`config.mk`:
```
export PLATFORM = sky130hd
export DESIGN_NAME = iir_biquad_cascade_flat
export DESIGN_NICKNAME = d
export VERILOG_FILES = /design/src/rtl/iir_biquad_cascade_if.sv /design/src/rtl/iir_biquad_cascade.sv /design/src/flat_wrapper.sv
export SDC_FILE = /design/constraint.sdc
export NUM_CORES = 2
export LEC_CHECK = 0
export BUFFER_PORTS_ARGS = -buffer_cell sky130_fd_sc_hd__buf_2
export CAP_MARGIN = 25
export CORE_UTILIZATION = 60
export CTS_CLUSTER_DIAMETER = 150
export DETAILED_ROUTE_END_ITERATION = 10
export PLACE_DENSITY = 0.77
export RECOVER_POWER = 25
export SETUP_SLACK_MARGIN = 0.4
export SLEW_MARGIN = 25
export SYNTH_ARGS = -nofsm -noshare
export SYNTH_HDL_FRONTEND = slang
export SYNTH_SLANG_ARGS = --single-unit
```
`constraint.sdc`:
```
create_clock -name clk -period 12.75 [get_ports clk]
set_input_delay 1.275 -clock clk [delete_from_list [all_inputs] [get_ports clk]]
set_output_delay 1.275 -clock clk [all_outputs]
set_load 0.01 [all_outputs]
```
`src/rtl/iir_biquad_cascade_if.sv`:
```
// iir_biquad_cascade_if: sample handshake, coefficient write port and state-clear bundle for the biquad cascade
interface iir_biquad_cascade_if #(
    parameter int DWIDTH = 16,
    parameter int CWIDTH = 24,
    parameter int N_SECT = 2
);
    localparam int AW = $clog2(N_SECT * 5);
    logic                     in_valid;
    logic                     in_ready;
    logic signed [DWIDTH-1:0] x_in;
    logic                     out_valid;
    logic                     out_ready;
    logic signed [DWIDTH-1:0] y_out;
    logic                     coef_we;
    logic [AW-1:0]            coef_addr;
    logic signed [CWIDTH-1:0] coef_wdata;
    logic                     coef_err;
    logic                     clear_state;
    modport master (
        output in_valid, x_in, out_ready, coef_we, coef_addr, coef_wdata, clear_state,
        input  in_ready, out_valid, y_out, coef_err
    );
    modport slave (
        input  in_valid, x_in, out_ready, coef_we, coef_addr, coef_wdata, clear_state,
        output in_ready, out_valid, y_out, coef_err
    );
endinterface

```
`src/rtl/iir_biquad_cascade.sv`:
```
// iir_biquad_cascade: time-multiplexed N_SECT biquad cascade sharing one MAC.
// Optional IIR_OVF_FLAG_EN adds a sticky saturation flag port ovf_sticky.
module iir_biquad_cascade #(
    parameter int DWIDTH = 16,
    parameter int CWIDTH = 24,
    parameter int N_SECT = 2
) (
    input logic clk,
    input logic rst_n,
    iir_biquad_cascade_if.slave bus
`ifdef IIR_OVF_FLAG_EN
    ,
    output logic ovf_sticky
`endif
);
    localparam int AW   = $clog2(N_SECT * 5);
    localparam int SW   = N_SECT > 1 ? $clog2(N_SECT) : 1;
    localparam int PW   = DWIDTH + CWIDTH;
    localparam int ACCW = PW + 3;
    localparam int SATW = PW - 3;

    typedef enum logic [1:0] {IDLE, MAC, STORE, OUT} state_t;
    state_t state, state_nxt;

    logic signed [CWIDTH-1:0] coef [N_SECT][5];
    logic signed [DWIDTH-1:0] x1 [N_SECT];
    logic signed [DWIDTH-1:0] x2 [N_SECT];
    logic signed [DWIDTH-1:0] y1 [N_SECT];
    logic signed [DWIDTH-1:0] y2 [N_SECT];
    logic signed [DWIDTH-1:0] cur_x, opnd, res;
    logic signed [CWIDTH-1:0] cval;
    logic signed [PW-1:0]     prod;
    logic signed [ACCW-1:0]   acc;
    logic [DWIDTH:0]          sat, rnd;
    logic [SW-1:0]            sect;
    logic [2:0]               tap;
    logic accept, addr_ok, last, sat_hit, rnd_hit, idle_clr, unused_lsb;

    assign accept       = state == IDLE && bus.in_valid && !bus.clear_state;
    assign idle_clr     = state == IDLE && bus.clear_state;
    assign bus.in_ready = state == IDLE && !bus.clear_state;
    assign bus.out_valid = state == OUT;
    assign addr_ok      = {1'b0, bus.coef_addr} < (AW + 1)'(N_SECT * 5);
    assign last         = sect == SW'(N_SECT - 1);

    assign opnd = tap == 3'd0 ? cur_x :
                  tap == 3'd1 ? x1[sect] :
                  tap == 3'd2 ? x2[sect] :
                  tap == 3'd3 ? y1[sect] : y2[sect];
    assign cval = coef[sect][tap];
    assign prod = opnd * cval;

    // Keep only the DWIDTH+1 bits above the dropped fraction; bit 0 is the half-LSB used for rounding.
    assign sat_hit = !(&acc[ACCW-1:SATW-1] || ~|acc[ACCW-1:SATW-1]);
    assign sat     = sat_hit ? {acc[ACCW-1], {DWIDTH{~acc[ACCW-1]}}} : acc[SATW-1:CWIDTH-4];
    assign rnd     = {sat[DWIDTH], sat[DWIDTH:1]} + (DWIDTH + 1)'(sat[0]);
    assign rnd_hit = rnd[DWIDTH] != rnd[DWIDTH-1];
    assign res     = rnd_hit ? {1'b0, {(DWIDTH - 1){1'b1}}} : rnd[DWIDTH-1:0];
    assign unused_lsb = ^acc[CWIDTH-5:0];

    always_ff @(posedge clk or negedge rst_n)
        if (!rst_n) state <= IDLE;
        else state <= state_nxt;

    always_comb begin
        state_nxt = state;
        case (state)
            IDLE:    state_nxt = accept ? MAC : IDLE;
            MAC:     state_nxt = tap == 3'd4 ? STORE : MAC;
            STORE:   state_nxt = last ? OUT : MAC;
            default: state_nxt = bus.out_ready ? IDLE : OUT;
        endcase
    end

    always_ff @(posedge clk or negedge rst_n) begin
        if (!rst_n) begin
            for (int s = 0; s < N_SECT; s++) begin
                for (int i = 0; i < 5; i++) coef[s][i] <= '0;
                x1[s] <= '0;
                x2[s] <= '0;
                y1[s] <= '0;
                y2[s] <= '0;
            end
            cur_x        <= '0;
            acc          <= '0;
            sect         <= '0;
            tap          <= '0;
            bus.y_out    <= '0;
            bus.coef_err <= 1'b0;
        end else begin
            bus.coef_err <= bus.coef_we && (state != IDLE || !addr_ok);
            if (bus.coef_we && state == IDLE && addr_ok)
                for (int s = 0; s < N_SECT; s++)
                    for (int i = 0; i < 5; i++)
                        if (bus.coef_addr == AW'(s * 5 + i)) coef[s][i] <= bus.coef_wdata;
            if (idle_clr)
                for (int s = 0; s < N_SECT; s++) begin
                    x1[s] <= '0;
                    x2[s] <= '0;
                    y1[s] <= '0;
                    y2[s] <= '0;
                end
            if (accept) begin
                cur_x <= bus.x_in;
                sect  <= '0;
                tap   <= '0;
            end
            if (state == MAC) begin
                acc <= tap == 3'd0 ? ACCW'(prod) : acc + ACCW'(prod);
                tap <= tap == 3'd4 ? 3'd0 : tap + 3'd1;
            end
            if (state == STORE) begin
                x2[sect] <= x1[sect];
                x1[sect] <= cur_x;
                y2[sect] <= y1[sect];
                y1[sect] <= res;
                cur_x    <= res;
                sect     <= sect + SW'(1);
                if (last) bus.y_out <= res;
            end
        end
    end

`ifdef IIR_OVF_FLAG_EN
    always_ff @(posedge clk or negedge rst_n)
        if (!rst_n) ovf_sticky <= 1'b0;
        else if (idle_clr) ovf_sticky <= 1'b0;
        else if (state == STORE && (sat_hit || rnd_hit)) ovf_sticky <= 1'b1;
`endif
endmodule

```
`src/flat_wrapper.sv`:
```
// flat-port wrapper written by rule: the top's interface ports become plain ports
module iir_biquad_cascade_flat 
#(
    parameter int DWIDTH = 16,
    parameter int CWIDTH = 24,
    parameter int N_SECT = 2
)
  (clk, rst_n, bus_in_valid, bus_x_in, bus_out_ready, bus_coef_we, bus_coef_addr, bus_coef_wdata, bus_clear_state, bus_in_ready, bus_out_valid, bus_y_out, bus_coef_err);
  iir_biquad_cascade_if #(.DWIDTH(DWIDTH), .CWIDTH(CWIDTH), .N_SECT(N_SECT)) bus_i ();
  input logic clk;
  input logic rst_n;
  input wire logic [$bits(bus_i.in_valid)-1:0] bus_in_valid;
  input wire logic [$bits(bus_i.x_in)-1:0] bus_x_in;
  input wire logic [$bits(bus_i.out_ready)-1:0] bus_out_ready;
  input wire logic [$bits(bus_i.coef_we)-1:0] bus_coef_we;
  input wire logic [$bits(bus_i.coef_addr)-1:0] bus_coef_addr;
  input wire logic [$bits(bus_i.coef_wdata)-1:0] bus_coef_wdata;
  input wire logic [$bits(bus_i.clear_state)-1:0] bus_clear_state;
  output wire logic [$bits(bus_i.in_ready)-1:0] bus_in_ready;
  output wire logic [$bits(bus_i.out_valid)-1:0] bus_out_valid;
  output wire logic [$bits(bus_i.y_out)-1:0] bus_y_out;
  output wire logic [$bits(bus_i.coef_err)-1:0] bus_coef_err;
  assign bus_i.in_valid = bus_in_valid;
  assign bus_i.x_in = bus_x_in;
  assign bus_i.out_ready = bus_out_ready;
  assign bus_i.coef_we = bus_coef_we;
  assign bus_i.coef_addr = bus_coef_addr;
  assign bus_i.coef_wdata = bus_coef_wdata;
  assign bus_i.clear_state = bus_clear_state;
  assign bus_in_ready = bus_i.in_ready;
  assign bus_out_valid = bus_i.out_valid;
  assign bus_y_out = bus_i.y_out;
  assign bus_coef_err = bus_i.coef_err;
  iir_biquad_cascade #(.DWIDTH(DWIDTH), .CWIDTH(CWIDTH), .N_SECT(N_SECT)) u_core (.clk(clk), .rst_n(rst_n), .bus(bus_i));
endmodule
```
==> results.toml <==
[timing]
fmaxAchievable_mhz = 87.7
fin_ws_ps = 1340
final-hold-violation-count = 0
unrepaired_setup_endpoints_after_global_routing = "false"
period_minus_slack_ps = 11410
worst_max_slew_margin_expressed_relative_to_the_limit_pct = -255
clock_skew_ps = 46.6
layout_worst_path_cycle_share_pct = 89.5
least_margin_pin_slew_ps = 5330
setup_viol_count_final = 0
final-max-slew-violation-count = 322
fin_tns_setup_ps = 0

[global_routing]
gr-total-overflow = 0
grt_pass1_wl_um = 151000
antenna_found_initial = 3
grt_pass1_vias = 27300
grt_start_max_net_pins = 169
grt.total_usage_pct = 31.2

[final_layout]
final_layout_size_suffix_gt1_share_pct = 15.5
finalCoreUtilization_pct = 65.9
area.growth.synth_to_final_pct = 7.57
finish.instance_area_um2 = 39200
num-nets-final = 4096

[logic_synthesis]
synth_edf_count = 0
yosys_register_bits = 450
synth_ff_type = "sky130_fd_sc_hd__dfrtp_1"
yosysUniqueCellTypes = 69
synth.top_cells.by_area = "sky130_fd_sc_hd__dfrtp_1 31%, sky130_fd_sc_hd__fa_1 21%, sky130_fd_sc_hd__mux2_2 7.6%, sky130_fd_sc_hd__ha_1 5.2%, sky130_fd_sc_hd__inv_1 4.6%"
synth_largest_area_cell = "sky130_fd_sc_hd__dfrtp_1"
synthesis.area_um2 = 36400
asyncSetResetFlopFracSynth_pct = 100
part_of_the_yosys_area_used_for_sequential_elements_pct = 30.9
most_frequent_cells_after_synthesis = "450 x sky130_fd_sc_hd__dfrtp_1, 450 x sky130_fd_sc_hd__inv_1, 409 x sky130_fd_sc_hd__nand2_1, 375 x sky130_fd_sc_hd__fa_1, 266 x sky130_fd_sc_hd__nor2_1"
syn_nets = 4114
synthesis.instances = 3537
synth_largest_type_area_fraction_pct = 30.9
synth-warning-count = 0
post_synth.cell_area_avg_um2 = 10.3

[route]
routed_wirelength_um = 94800
routed-via-count = 26700
drt-pass1-iter-count = 8
antenna_left = 0
routed_wire_length_per_instance_um = 21.9
drt_first_iter_violations = 2494
drcViolationCount = 0
post_drt_via_cell_ratio = 6.16

[die]
core-area_um2 = 59500
io-pin-count = 69
num_rows = 89
die_area_um2 = 61700
initial_core_util_pct = 61.3
die_h_um = 248
die_w_um = 248

[clock_network]
clock-sinks = 450
clock_tree.buffer_depth = 3
clk_latency_ps = 630
cts.root.buffer_cell = "sky130_fd_sc_hd__clkbuf_16"
cts_clock_pin_slew_for_the_worst_setup_and_hold_paths_ps = 70
hold_buffers = 0
cts_tree = "yes"
cts_resized = 0
tritoncts.num_buffers = 47
cts_htree_levels = 2
buffer_count_from_post_cts_setup_fixing = 0

[critical_path]
timing.critical_path.slowest_stage_cell = "sky130_fd_sc_hd__nand2_1"
critical_path_peak_fanout = 52
cp.arrival_ps = 11940
critical-path-top-cell-by-count = "sky130_fd_sc_hd__fa_1"
critPathRequiredTime_ps = 13280
critical_path.startpoint_type = "flop"
biggest_cell_delay_along_the_critical_path_ps = 730
timing.critical_path.to_type = "flop"
worst_setup_path_category = "flop to flop"
reg2reg_setup_slack_ps = 1340

[place]
finalWeightedCongestion = 0.999
place_area_um2 = 37600
hpwlAfterDp_um = 69000
detailedPlace.worstSlack_ps = 1370
port_buffers = 68

[outcome]
run_status = "finished with violations"
violations = "max-capacitance violations, max-slew violations"

[min_path]
hold_path.class = "flop to flop"

[flow_run]
timing.max_cap.violations = 4
==> metal layers <==
layer  track usage (%)  up-vias  wire [um]
met1              43.0    13500      39600
met5                 0        -          9
met2              47.9     1207      42500
li1                  -    11700          -
met4              12.0        2       3870
met3              7.63      245       8880
==> path summary, 6_finish.rpt <==
check / end / start / cells after the start
min: u_core.bus.y_out[15] / u_core.bus.y_out[15] / 2
min reg2reg: u_core.bus.y_out[15] / u_core.bus.y_out[15] / 2
max in group asynchronous: u_core.x2[16] / rst_n / 4
max: u_core.acc[42] / u_core.tap[0] / 36
max reg2reg: u_core.acc[42] / u_core.tap[0] / 36
min in group asynchronous: u_core.coef[64] / rst_n / 1
==> cell type report <==
cell class / count / area (um2)
sequential: 450 / 11300
timing repair buffer: 133 / 853
antenna: 1 / 2.50
fill: 4519 / 20300
clock inverter: 21 / 318
inverter: 451 / 1690
multi-input combinational: 2436 / 22800
tap: 773 / 967
clock buffer: 62 / 1270
==> worst max-delay path: cells and delay by family, from the launching register on <==
family	cells	cell delay [ps]
adders and majority gates	9	4020
AOI/OAI and AO/OA	14	3850
and+or+nand+nor	6	1910
buffers and inverters	6	1010
DFF	1	350
xor gates and xnor gates	1	180
==> cells by family after synthesis <==
logic type | share of synthesized area, %
AND/OR/NAND/NOR | 9.67
buffers and inverters | 6.75
XOR/XNOR | 2.11
adder cells (fa/ha/maj) | 25.8
AO/OA/AOI/OAI | 10.7
flip-flops | 30.9
multiplexers | 14.0
==> registers in the layout, summed over array words and instances (netlist names) <==
name	flops
u_core.y2	32
u_core.x1	32
u_core.acc	43
u_core.tap	3
u_core.x2	32
u_core.last	1
u_core.bus.y_out	16
u_core.state	2
u_core.coef	240
u_core.y1	32
u_core.bus.coef_err	1
u_core.cur_x	16
==> stage by stage <==
stage	std cells	hold slack (ps)
floorplan	3537	445
global placement	4241	455
detailed placement	4241	461
CTS	4324	476
global route	4327	503
finish	4327	475
==> cells in the final DEF (no fill, tap or decap), types with 31 or more instances in the layout <==
cell type                     n
sky130_fd_sc_hd__o22ai_1     31
sky130_fd_sc_hd__ha_1       152
sky130_fd_sc_hd__mux2i_1     90
sky130_fd_sc_hd__clkbuf_16   47
sky130_fd_sc_hd__a21oi_1    137
sky130_fd_sc_hd__a22o_1     103
sky130_fd_sc_hd__dfrtp_1    449
sky130_fd_sc_hd__buf_4       59
sky130_fd_sc_hd__nand2_1    409
sky130_fd_sc_hd__buf_2       66
sky130_fd_sc_hd__mux4_2      64
sky130_fd_sc_hd__a21o_1      68
sky130_fd_sc_hd__o21ai_0    106
sky130_fd_sc_hd__fa_1       375
sky130_fd_sc_hd__inv_1      450
sky130_fd_sc_hd__nor2_1     263
sky130_fd_sc_hd__xnor2_1     57
sky130_fd_sc_hd__mux2_2     246
sky130_fd_sc_hd__xor2_1      31
Power is left out: the tool's default activity adds up to more than one toggle a clock period on the data nets, which glitch-free logic cannot reach.
